## src/rtl/io_loader_pkg.sv

```systemverilog
// Shared definitions for the IO image loader and the processor boot logic.
package io_loader_pkg;

  typedef enum logic [1:0] {
    S_LEN  = 2'd0,
    S_DATA = 2'd1,
    S_DONE = 2'd2
  } state_e;

  localparam int unsigned BYTES_PER_WORD = 4;

  // Image base and stride; the processor boot PC reuses the base.
  localparam logic [31:0] DEF_BASE_ADDR = 32'h0000_0000;
  localparam logic [31:0] DEF_ADDR_STEP = 32'd4;

endpackage

```

## src/rtl/io_loader_byte_assembler.sv

```systemverilog
// Little-endian 8-to-32 packer; word_o/word_valid_o reflect the byte accepted this cycle.
module io_loader_byte_assembler
  import io_loader_pkg::*;
(
  input  logic        clk_i,
  input  logic        rst_ni,
  input  logic        clear_i,
  input  logic        byte_valid_i,
  input  logic [7:0]  byte_i,
  output logic [31:0] word_o,
  output logic        word_valid_o
);

  logic [1:0]  idx_q, idx_d;
  logic [31:0] asm_q, asm_d;

  always_comb begin
    idx_d        = idx_q;
    asm_d        = asm_q;
    word_valid_o = 1'b0;
    if (clear_i) begin
      idx_d = 2'd0;
      asm_d = '0;
    end else if (byte_valid_i) begin
      asm_d[{idx_q, 3'b000} +: 8] = byte_i;
      idx_d                       = idx_q + 2'd1;
      word_valid_o                = (idx_q == 2'(BYTES_PER_WORD - 1));
    end
    word_o = asm_d;
  end

  always_ff @(posedge clk_i or negedge rst_ni) begin
    if (!rst_ni) begin
      idx_q <= 2'd0;
      asm_q <= '0;
    end else begin
      idx_q <= idx_d;
      asm_q <= asm_d;
    end
  end

endmodule

```

## src/rtl/io_loader.sv

```systemverilog
// Loads a length-prefixed little-endian word image from a byte stream into memory via the IO port.
module io_loader
  import io_loader_pkg::*;
#(
  parameter int unsigned      ADDRW     = 32,
  parameter int unsigned      DATAW     = 32,
  parameter logic [ADDRW-1:0] BASE_ADDR = ADDRW'(DEF_BASE_ADDR),
  parameter logic [ADDRW-1:0] ADDR_STEP = ADDRW'(DEF_ADDR_STEP),
  parameter int unsigned      MAX_WORDS = 16384
) (
  input  logic             clk,
  input  logic             rstn,
  input  logic [7:0]       rx_data,
  input  logic             rx_valid,
  input  logic             reload,
  output logic             io_sel,
  output logic [ADDRW-1:0] addr_io,
  output logic [DATAW-1:0] data_io,
  output logic             we_io,
  output logic             done,
  output logic             overflow,
  output logic [ADDRW-1:0] words_written
);

  state_e           state_q, state_d;
  logic [31:0]      len_q, len_d;
  logic [31:0]      word_cnt_q, word_cnt_d;
  logic [ADDRW-1:0] wr_addr_q, wr_addr_d;
  logic [ADDRW-1:0] addr_io_q, addr_io_d;
  logic [DATAW-1:0] data_io_q, data_io_d;
  logic             we_io_q, we_io_d;
  logic             io_sel_q, io_sel_d;
  logic             done_q, done_d;
  logic             overflow_q, overflow_d;
  logic [ADDRW-1:0] words_written_q, words_written_d;

  logic        byte_valid;
  logic [31:0] word;
  logic        word_valid;

  // Bytes arriving after the image or alongside reload are dropped.
  assign byte_valid = rx_valid && !reload && (state_q != S_DONE);

  io_loader_byte_assembler u_asm (
    .clk_i        (clk),
    .rst_ni       (rstn),
    .clear_i      (reload),
    .byte_valid_i (byte_valid),
    .byte_i       (rx_data),
    .word_o       (word),
    .word_valid_o (word_valid)
  );

  always_comb begin
    state_d         = state_q;
    len_d           = len_q;
    word_cnt_d      = word_cnt_q;
    wr_addr_d       = wr_addr_q;
    addr_io_d       = addr_io_q;
    data_io_d       = data_io_q;
    we_io_d         = 1'b0;
    io_sel_d        = io_sel_q;
    done_d          = done_q;
    overflow_d      = overflow_q;
    words_written_d = words_written_q;
    if (reload) begin
      state_d         = S_LEN;
      len_d           = '0;
      word_cnt_d      = '0;
      wr_addr_d       = BASE_ADDR;
      addr_io_d       = BASE_ADDR;
      data_io_d       = '0;
      io_sel_d        = 1'b1;
      done_d          = 1'b0;
      overflow_d      = 1'b0;
      words_written_d = '0;
    end else begin
      case (state_q)
        S_LEN: begin
          if (word_valid) begin
            len_d      = word;
            overflow_d = (word > MAX_WORDS);
            state_d    = (word == 32'd0) ? S_DONE : S_DATA;
          end
        end
        S_DATA: begin
          if (word_valid) begin
            word_cnt_d = word_cnt_q + 32'd1;
            // Words past capacity still count toward len but are never written.
            if (word_cnt_q < MAX_WORDS) begin
              we_io_d         = 1'b1;
              data_io_d       = DATAW'(word);
              addr_io_d       = wr_addr_q;
              wr_addr_d       = wr_addr_q + ADDR_STEP;
              words_written_d = words_written_q + ADDRW'(1);
            end
            if (word_cnt_d == len_q) state_d = S_DONE;
          end
        end
        S_DONE: begin
          // Entered on the final write edge, so the release lands one cycle after it.
          io_sel_d = 1'b0;
          done_d   = 1'b1;
        end
        default: state_d = S_LEN;
      endcase
    end
  end

  always_ff @(posedge clk or negedge rstn) begin
    if (!rstn) begin
      state_q         <= S_LEN;
      len_q           <= '0;
      word_cnt_q      <= '0;
      wr_addr_q       <= BASE_ADDR;
      addr_io_q       <= BASE_ADDR;
      data_io_q       <= '0;
      we_io_q         <= 1'b0;
      io_sel_q        <= 1'b1;
      done_q          <= 1'b0;
      overflow_q      <= 1'b0;
      words_written_q <= '0;
    end else begin
      state_q         <= state_d;
      len_q           <= len_d;
      word_cnt_q      <= word_cnt_d;
      wr_addr_q       <= wr_addr_d;
      addr_io_q       <= addr_io_d;
      data_io_q       <= data_io_d;
      we_io_q         <= we_io_d;
      io_sel_q        <= io_sel_d;
      done_q          <= done_d;
      overflow_q      <= overflow_d;
      words_written_q <= words_written_d;
    end
  end

  assign io_sel        = io_sel_q;
  assign addr_io       = addr_io_q;
  assign data_io       = data_io_q;
  assign we_io         = we_io_q;
  assign done          = done_q;
  assign overflow      = overflow_q;
  assign words_written = words_written_q;

endmodule

```

## config.mk

```make
export PLATFORM = sky130hd
export DESIGN_NAME = io_loader
export DESIGN_NICKNAME = d
export VERILOG_FILES = /design/src/rtl/io_loader_pkg.sv /design/src/rtl/io_loader_byte_assembler.sv /design/src/rtl/io_loader.sv
export SDC_FILE = /design/constraint.sdc
export NUM_CORES = 1
export LEC_CHECK = 0
export ABC_AREA = 1
export BUFFER_PORTS_ARGS = -buffer_cell sky130_fd_sc_hd__buf_2
export CORE_ASPECT_RATIO = 1.5
export CORE_MARGIN = 8
export CORE_UTILIZATION = 30
export CTS_CLUSTER_DIAMETER = 80
export DETAILED_ROUTE_END_ITERATION = 12
export HOLD_SLACK_MARGIN = 0.12
export MAX_ROUTING_LAYER = met4
export PLACE_DENSITY = 0.47
export SYNTH_ARGS = -nofsm -noshare
export SYNTH_HDL_FRONTEND = slang
export SYNTH_SLANG_ARGS = --single-unit
```

## constraint.sdc

```tcl
create_clock -name clk -period 3.85 [get_ports clk]
set_clock_uncertainty 0.15 [all_clocks]
set_input_delay 0.385 -clock clk [delete_from_list [all_inputs] [get_ports clk]]
set_output_delay 0.385 -clock clk [all_outputs]
set_load 0.1 [all_outputs]
```

* Word-level counts from Yosys, hierarchy flattened
Index checks and enable logic that the tools add are counted.
W data, S select, Z words.
** Word-level totals
- Register bits :: 232
- Memory bits (writable) :: 0
- Output and inout port bits :: 100
- Memory bits (read-only) :: 0
- Input port bits :: 12
- Memories :: 0
- Bits in latches :: 0
** Operators by class
- $add $sub $neg :: 5
- Multiply operators :: 0
- Multiplexer cells :: 46
- Reductions and logical operators :: 15
- Equal/unequal tests :: 9
- Divide/modulo/power cells :: 0
- Shift-type cells :: 2
- Bitwise operators :: 0
- Order comparisons :: 2
** Operator list (number)
- $mux W32 :: 24
- $add A32 B1 Y32 const B :: 2
- $add A32 B3 Y32 const B :: 1
- $bwmux W32 :: 1
- $eq A32 B32 Y1 :: 1
- $gt A32 B15 Y1 const B :: 1
- $logic_not A32 Y1 :: 1
- $lt A32 B15 Y1 const B :: 1
- $shift A8 B7 Y32 const A :: 1
- $shiftx A8 B7 Y32 :: 1
- $mux W2 :: 7
- $mux W1 :: 13
- $reduce_bool A2 Y1 :: 6
- $neg A5 Y7 :: 1
- $ne A3 B2 Y1 const B :: 2
- $pmux W2 S3 :: 1
- $eq A2 B2 Y1 const B :: 2
- $ne A2 B2 Y1 const B :: 2
- $reduce_and A2 Y1 :: 2
- $reduce_and A4 Y1 :: 1
- $ne A3 B3 Y1 const B :: 1
- $reduce_and A3 Y1 :: 1
- $add A2 B1 Y2 const B :: 1
- $eq A2 B1 Y1 const B :: 1
- other kinds (3) :: 4

* Longest topological paths before layout
Gate-level depths: netlist of run 1.
- Depth after elaboration :: 10
- Gate-level depth with buffers :: 18
- Depth with buffers taken out :: 18

* Modules after synthesis
A second synthesis of run 1 with hierarchy kept.
** Second synthesis, totals
- Cells, all modules :: 1606
- Area total of the unflattened synthesis :: 12182.9 sq um
** By module, submodules not included
- io_loader :: seq. area each 4880.9 sq um, area each 10348.7 sq um, instances 1, cells each 1393
- io_loader_byte_assembler :: seq. area each 850.8 sq um, area each 1834.3 sq um, instances 1, cells each 213

* Worst setup path before layout of run 1
Ideal clock, no wire load.
- Kind :: register -> register
- From :: register words_written_q[0] (netlist: words_written[0])
- To :: register words_written_q[20] (netlist: words_written[20])
- Data arrival time :: 2.675 ns
- Setup time :: 0.124 ns
- Stages on the path, launching flop included :: 13
- Slack :: 0.901 ns
- Data required time :: 3.576 ns
- Cell sequence :: dfrtp_1 ha_1 nand2_1 nor2_1 nand2_1 nor2_1 nand3_1 nor3_1 nand3_1 nor2_1 a21oi_1 a21oi_1 nor2_1
** On the way
- Word-level cells in the longest chain between the ends :: 5
** RTL lines
- from (decl) :: RTL line io_loader.sv:35 : logic [ADDRW-1:0] words_written_q, words_written_d;
- from (signal assigned) :: RTL line io_loader.sv:134 : words_written_q <= words_written_d;
- $add A32 B1 Y32 :: RTL line io_loader.sv:95 : words_written_d = words_written_q + ADDRW'(1);
- $mux W32 :: RTL line io_loader.sv:90 : if (word_cnt_q < MAX_WORDS) begin
- $mux W32 :: RTL line io_loader.sv:87 : if (word_valid) begin
- $mux W32 :: RTL line io_loader.sv:78 : case (state_q)
- $mux W32 :: RTL line io_loader.sv:66 : if (reload) begin
No other way between the ends. The select of a mux whose other input is x is not followed.
A chain may end at the register's enable or synchronous reset.

* Worst setup path in the final report of run 1
- From :: register u_asm.idx_q[0]
- To :: register state_q[0]
** On the way
- Word-level cells in the longest chain between the ends :: 10
- Elaborated cells between the ends (all ways) :: 17
- Those cells by class :: add/sub (1); eq/ne (3); shift (2); mux (9); reduce/logical (2)
** RTL lines
- from (decl) :: RTL line io_loader_byte_assembler.sv:14 : logic [1:0] idx_q, idx_d;
- from (signal assigned) :: RTL line io_loader_byte_assembler.sv:37 : idx_q <= idx_d;
- $neg A5 Y7 :: RTL line io_loader_byte_assembler.sv:25 : asm_d[{idx_q, 3'b000} +: 8] = byte_i;
- $shiftx A8 B7 Y32 or $shift A8 B7 Y32 (tied branches) :: RTL line io_loader_byte_assembler.sv:25
- $bwmux W32 :: RTL line io_loader_byte_assembler.sv:25
- $mux W32 :: RTL line io_loader_byte_assembler.sv:24 : end else if (byte_valid_i) begin
- $mux W32 :: RTL line io_loader_byte_assembler.sv:21 : if (clear_i) begin
- $logic_not A32 Y1 :: RTL line io_loader.sv:83 : state_d = (word == 32'd0) ? S_DONE : S_DATA;
- $mux W2 :: RTL line io_loader.sv:83
- $mux W2 :: RTL line io_loader.sv:80 : if (word_valid) begin
- $pmux W2 S3 :: RTL line io_loader.sv:78
- $mux W2 :: RTL line io_loader.sv:66
- to (signal assigned) :: RTL line io_loader.sv:124 : state_q <= state_d;
- to (decl) :: RTL line io_loader.sv:25 : state_e state_q, state_d;
Parallel ways exist; a longest one is shown, timed or not. The select of a mux whose other input is x is not followed.

==> results of run 1 <==
## power by group through the flow
| stage | sequential (mW) | combinational [mW] | clock (mW) |
|---|---|---|---|
| after floorplan | 2.79 | 0.415 | 0 |
| after global placement | 2.60 | 0.877 | 0 |
| after detailed placement | 2.60 | 0.879 | 0 |
| after CTS | 2.56 | 0.885 | 2.75 |
| after global routing | 2.57 | 0.961 | 2.83 |
| final | 2.56 | 0.870 | 2.65 |
## synthesized netlist by cell type, types with 4 or more instances
| cell type | count | area (sq um) |
|---|---|---|
| xor2_1 | 15 | 131.4 |
| o31ai_1 | 23 | 172.7 |
| a31oi_1 | 7 | 43.79 |
| ha_1 | 8 | 100.1 |
| a21oi_1 | 51 | 255.2 |
| xnor2_1 | 8 | 70.07 |
| buf_2 | 8 | 40.04 |
| a211oi_1 | 5 | 37.54 |
| nor4_1 | 15 | 93.84 |
| o21ai_1 | 5 | 25.02 |
| clkbuf_1 | 32 | 120.1 |
| dfrtp_1 | 228 | 5705 |
| inv_1 | 169 | 634.4 |
| nor2_2 | 9 | 56.30 |
| nor2_1 | 141 | 529.3 |
| nand2_1 | 464 | 1742 |
| nor3_1 | 38 | 190.2 |
| o22ai_1 | 24 | 150.1 |
| inv_2 | 12 | 45.04 |
| nand2_4 | 4 | 45.04 |
| buf_1 | 5 | 18.77 |
| nand3b_1 | 16 | 120.1 |
| nand4_1 | 29 | 181.4 |
| nand3_1 | 127 | 635.6 |
| o21ai_0 | 121 | 605.6 |
## kinds of logic after synthesis
family / after synthesis / synth area share
xor+xnor: 24 / 0.01864
flops: 229 / 0.4769
fa+ha+maj: 8 / 0.008329
simple gates: 859 / 0.3109
compound gates: 242 / 0.1112
buf+inv: 230 / 0.07402
## stage by stage
step                utilization  cells  area, sq um  total power [mW]  worst slack [ps]
floorplan                     -   1592        12020             3.208             901.0
global placement         0.3299   2175        13150             3.477             614.5
detailed placement       0.3299   2175        13150             3.480             611.4
CTS                      0.3535   2225        14090             6.189             574.2
global route             0.3535   2225        14090             6.353             213.5
finish                   0.3535   2225        14090             6.079             591.2
## tightest hold or removal path, stage by stage
cell,delay (ps)
buf_2,140
nand3_1,100
nand2_1,50
nand2_1,120
inv_2,50
## sequential cells by signal (all words and copies together) (netlist names)
name	flops
io_sel	1
state_q	2
overflow	1
len_q	32
we_io	1
done	1
data_io	32
u_asm.asm_q	32
words_written	32
addr_io	31
wr_addr_q	30
word_cnt_q	32
u_asm.idx_q	2
## routing by layer
layer | global-route usage | share of wire
met5 | - | 0
met4 | 0.06500 | 0.036
met3 | 0.02082 | 0.029
met2 | 0.3310 | 0.54
met1 | 0.1830 | 0.39
## what timing repair did
item,4_1_cts,5_1_grt
gates resized for setup,0,0
hold buffers,3,0
hold endpoints to repair,74,0
buffers inserted,0,0
setup endpoints to repair,0,0
## cell type report
type	instances	area, sq um
multi-input combinational	1133	5404
fill	4312	25770
clock buffer	37	732.0
timing repair buffer	128	725.7
inverter	182	685.7
clock inverter	10	177.7
sequential	229	5732
tap	506	633.1
## worst paths after layout
path                                     start                to  slack, ps  cells after the start
max in group asynchronous                 rstn       addr_io[15]       2350                      3
worst max register to register  u_asm.idx_q[0]        state_q[0]        590                     14
worst min-delay path                rx_data[7]    u_asm.asm_q[7]        190                      5
min in group asynchronous                 rstn  words_written[7]        270                      2
worst min register to register          io_sel            io_sel        320                      2
worst max-delay path            u_asm.idx_q[0]        state_q[0]        590                     14
==> metrics.cfg, run 1 <==
[outcome]
status = finished clean

[place]
io_buffer_count = 111
place_hpwl_mm = 30.23
place_congestion = 0.9201

[worst_setup_path]
required_ps = 4190
critical_path_buf_inv_count = 2
startpoint_type = register
cp_slowest_cell = nor3_1
end_kind = register
cpMostUsedCell = nand2_1
worstPathArrival_ps = 3600
cpPeakStageDelay_ps = 660
path_max_fanout = 15
crit_family = simple AND/OR/NAND/NOR gates
crit_chain = inv_1 -> ha_1 -> inv_1 -> nor3_1 -> nand3_1 -> nand2_1 -> nand2_1 -> nand2_1 -> nor2_1 -> nand3_1 -> nor2_1 -> a21oi_1 -> nand3_1 -> nand2_1
crit_type = register to register

[grt]
grt_pass1_vias = 10990
grt_pass1_wl_mm = 63.27
antenna_found_initial = 0
grt_overflow = 0
grt_max_degree = 86
grt_util_all_layers = 0.1743

[power_and_ir_drop]
comb_power_share = 0.143
p_clk_frac = 0.436
p_switching_mw = 1.801
power_density_nw_per_um2 = 431.4
ir_drop_v = 0.0004240
internal_power_mw = 4.278
seq_power_share = 0.420
power.share.switching = 0.2962
power_leakage_nw = 6.692

[floorplan]
io_pins = 112
die-area_sq_um = 46850
num_rows = 90
core_area_sq_um = 39860
start_util = 0.3015
die_h_microns = 261.1
die_x_microns = 179.4

[yosys]
syn_area_sq_um = 12020
yosys_warnings = 0
syn-num-nets = 1612
synth_edf_count = 0
ys_dominant_reg_cell = dfrtp_1
yosysUniqueCellTypes = 42
ys_seq_area_frac = 0.4769
synth_seq_cells = 229
async_flop_share = 1.000
syn_area_per_cell_sq_um = 7.549
synth_cells = 1592

[route]
post-route-drc-count = 0
via_per_inst = 4.888
first_iter_violations = 626
firstDrtPassIters = 6
ant_nets = 0
wl_per_cell_microns = 18.07
vias = 10880
wirelength_mm = 40.21

[sta]
finalCritPeriodShare = 0.8464
fmax_mhz = 306.9
setup-tns-final_ps = 0
slew_headroom = 0.3587
rsz0062_at_grt = no
slew_violations = 0
setup_viol = 0
hold_viol_final = 0
worst_pin_slew_ps = 962.0
whs_ps = 187.5
fin_crit_ps = 3259

[clock_network]
clock_sinks = 229
root_buffer = clkbuf_16
cts_buffers = 26
cts_max_level = 1
clk_latency_ps = 550
path_clk_slew_ps = 60
ctsLongestPathBuffers = 3
cts_tree = yes

[final_layout]
finish.net_count = 1720
diodes = 0
mostFrequentLayoutCell = nand2_1
mostFrequentLayoutCells = 464 x nand2_1, 228 x dfrtp_1, 169 x inv_1
synthToLayoutAreaGrowth_pct = 17.24
layout-drive-gt1-share = 0.1187

[job]
drv_cap = 0

[hold_path]
hold_path.class = primary input to register

No activity file was read; power rests on OpenSTA's default activity.
==> inputs of run 2 (changes only) <==
==> constraint.sdc (replaced) <==
create_clock -name clk -period 3.2 [get_ports clk]
set_clock_uncertainty 0.15 [all_clocks]
set_input_delay 0.32 -clock clk [delete_from_list [all_inputs] [get_ports clk]]
set_output_delay 0.32 -clock clk [all_outputs]
set_load 0.1 [all_outputs]
==> metrics.cfg, run 2 (synthesis gave the netlist of run 1 again) <==
[grt]
grt_util_all_layers = 0.1743
grt_max_degree = 69
grt_overflow = 0
antenna_found_initial = 0
grt_pass1_vias = 11510
grt_pass1_wl_mm = 63.80

[clock_network]
ctsLongestPathBuffers = 3
clock_sinks = 229
cts_buffers = 25
cts_max_level = 1
path_clk_slew_ps = 60
cts_tree = yes
clk_latency_ps = 540
root_buffer = clkbuf_16

[power_and_ir_drop]
power_leakage_nw = 6.706
ir_drop_v = 0.0003659
power_density_nw_per_um2 = 507.6

[worst_setup_path]
crit_chain = ha_1 -> nand2_1 -> nor2_2 -> nand2_2 -> nor2_2 -> nand2_1 -> nand2_1 -> nand2_1 -> nand2_1 -> nand3_1 -> nor2_1 -> nand2_1 -> nor2_1 -> nand2_1 -> nand2_1 -> nand2_1 -> nand2_1 -> nand2_1
end_kind = register
crit_family = simple AND/OR/NAND/NOR gates
critical_path_buf_inv_count = 0
worstPathArrival_ps = 3120
cpPeakStageDelay_ps = 400
crit_type = register to register
worst-r2r-setup-slack_ps = 360
path_max_fanout = 6
required_ps = 3480
cp_slowest_cell = dfrtp_1
startpoint_type = register
cpMostUsedCell = nand2_1

[route]
vias = 10940
wl_per_cell_microns = 17.89
post-route-drc-count = 0
firstDrtPassIters = 5
first_iter_violations = 593
ant_nets = 0
wirelength_mm = 39.86
via_per_inst = 4.911

[sta]
slew_violations = 0
setup_viol = 0
fin_crit_ps = 2837
rsz0062_at_grt = no
hold_viol_final = 0
fmax_mhz = 352.5
slew_headroom = 0.5495
finalCritPeriodShare = 0.8864
worst_pin_slew_ps = 669.6
setup-tns-final_ps = 0

[place]
io_buffer_count = 111
place_congestion = 0.8863
place_hpwl_mm = 30.46

[floorplan]
start_util = 0.3015
num_rows = 90
die_x_microns = 179.4
core_area_sq_um = 39860
die-area_sq_um = 46850
die_h_microns = 261.1
io_pins = 112

[job]
drv_cap = 0

[hold_path]
hold_path.class = primary input to register

[final_layout]
diodes = 0
mostFrequentLayoutCell = nand2_1
mostFrequentLayoutCells = 464 x nand2_1, 228 x dfrtp_1, 169 x inv_1
layout-drive-gt1-share = 0.1208
finish.net_count = 1725
final_util = 0.3538
synthToLayoutAreaGrowth_pct = 17.36

[outcome]
status = finished clean

[run 2: worst reg2reg max path: cells and delay by family (launching register included)]
family	cells	cell delay (ps)
adder cells (fa/ha/maj)	1	260
AND/OR/NAND/NOR	17	1900
flip-flops	1	400
[run 2: repair_timing]
item	in CTS	in global routing
setup buffers	0	0
hold buffers	5	0
resized for setup	0	0
endpoints found under the hold margin	103	0
[run 2: metal layers]
metal	GRT usage	up-vias	share of wire
li1	-	5449	-
met1	0.1771	5184	0.39
met2	0.3233	199	0.53
met3	0.01999	110	0.028
met4	0.09935	0	0.058
met5	-	-	0
[run 2: layout make-up]
type,instances,area [sq um]
fill,4317,25760
tap,506,633.1
inverter,182,685.7
clock buffer,33,695.7
sequential,229,5732
clock inverter,11,140.1
multi-input combinational,1133,5404
timing repair buffer,134,813.3
[run 2: per-stage QoR]
step	hold slack, ps	worst slack (ps)	instances	instance area [sq um]	total power, mW
2_1_floorplan	-125.6	251.0	1592	12020	3.859
3_3_place_gp	179.4	363.1	2179	13220	4.217
3_5_place_dp	184.0	374.9	2179	13220	4.217
4_1_cts	129.2	366.7	2228	14100	7.265
6_report	146.5	363.5	2228	14100	7.159
5_1_grt	153.3	69.72	2228	14100	7.469
[run 2: final timing paths]
path                               start               end  cells after the start
min reg2reg                  addr_io[28]       addr_io[28]                      2
max reg2reg                word_cnt_q[0]        state_q[0]                     18
min                             rx_valid    u_asm.idx_q[0]                      4
max                        word_cnt_q[0]        state_q[0]                     18
min in group asynchronous           rstn  words_written[3]                      2
max in group asynchronous           rstn     wr_addr_q[17]                      3
[run 2: where the power goes]
part	leakage [nW]	switching (mW)	internal, mW	total, mW
logic	3.12	0.836	0.247	1.08
clock network	0.412	1.24	1.77	3.01
registers	3.18	0.0734	3.00	3.07
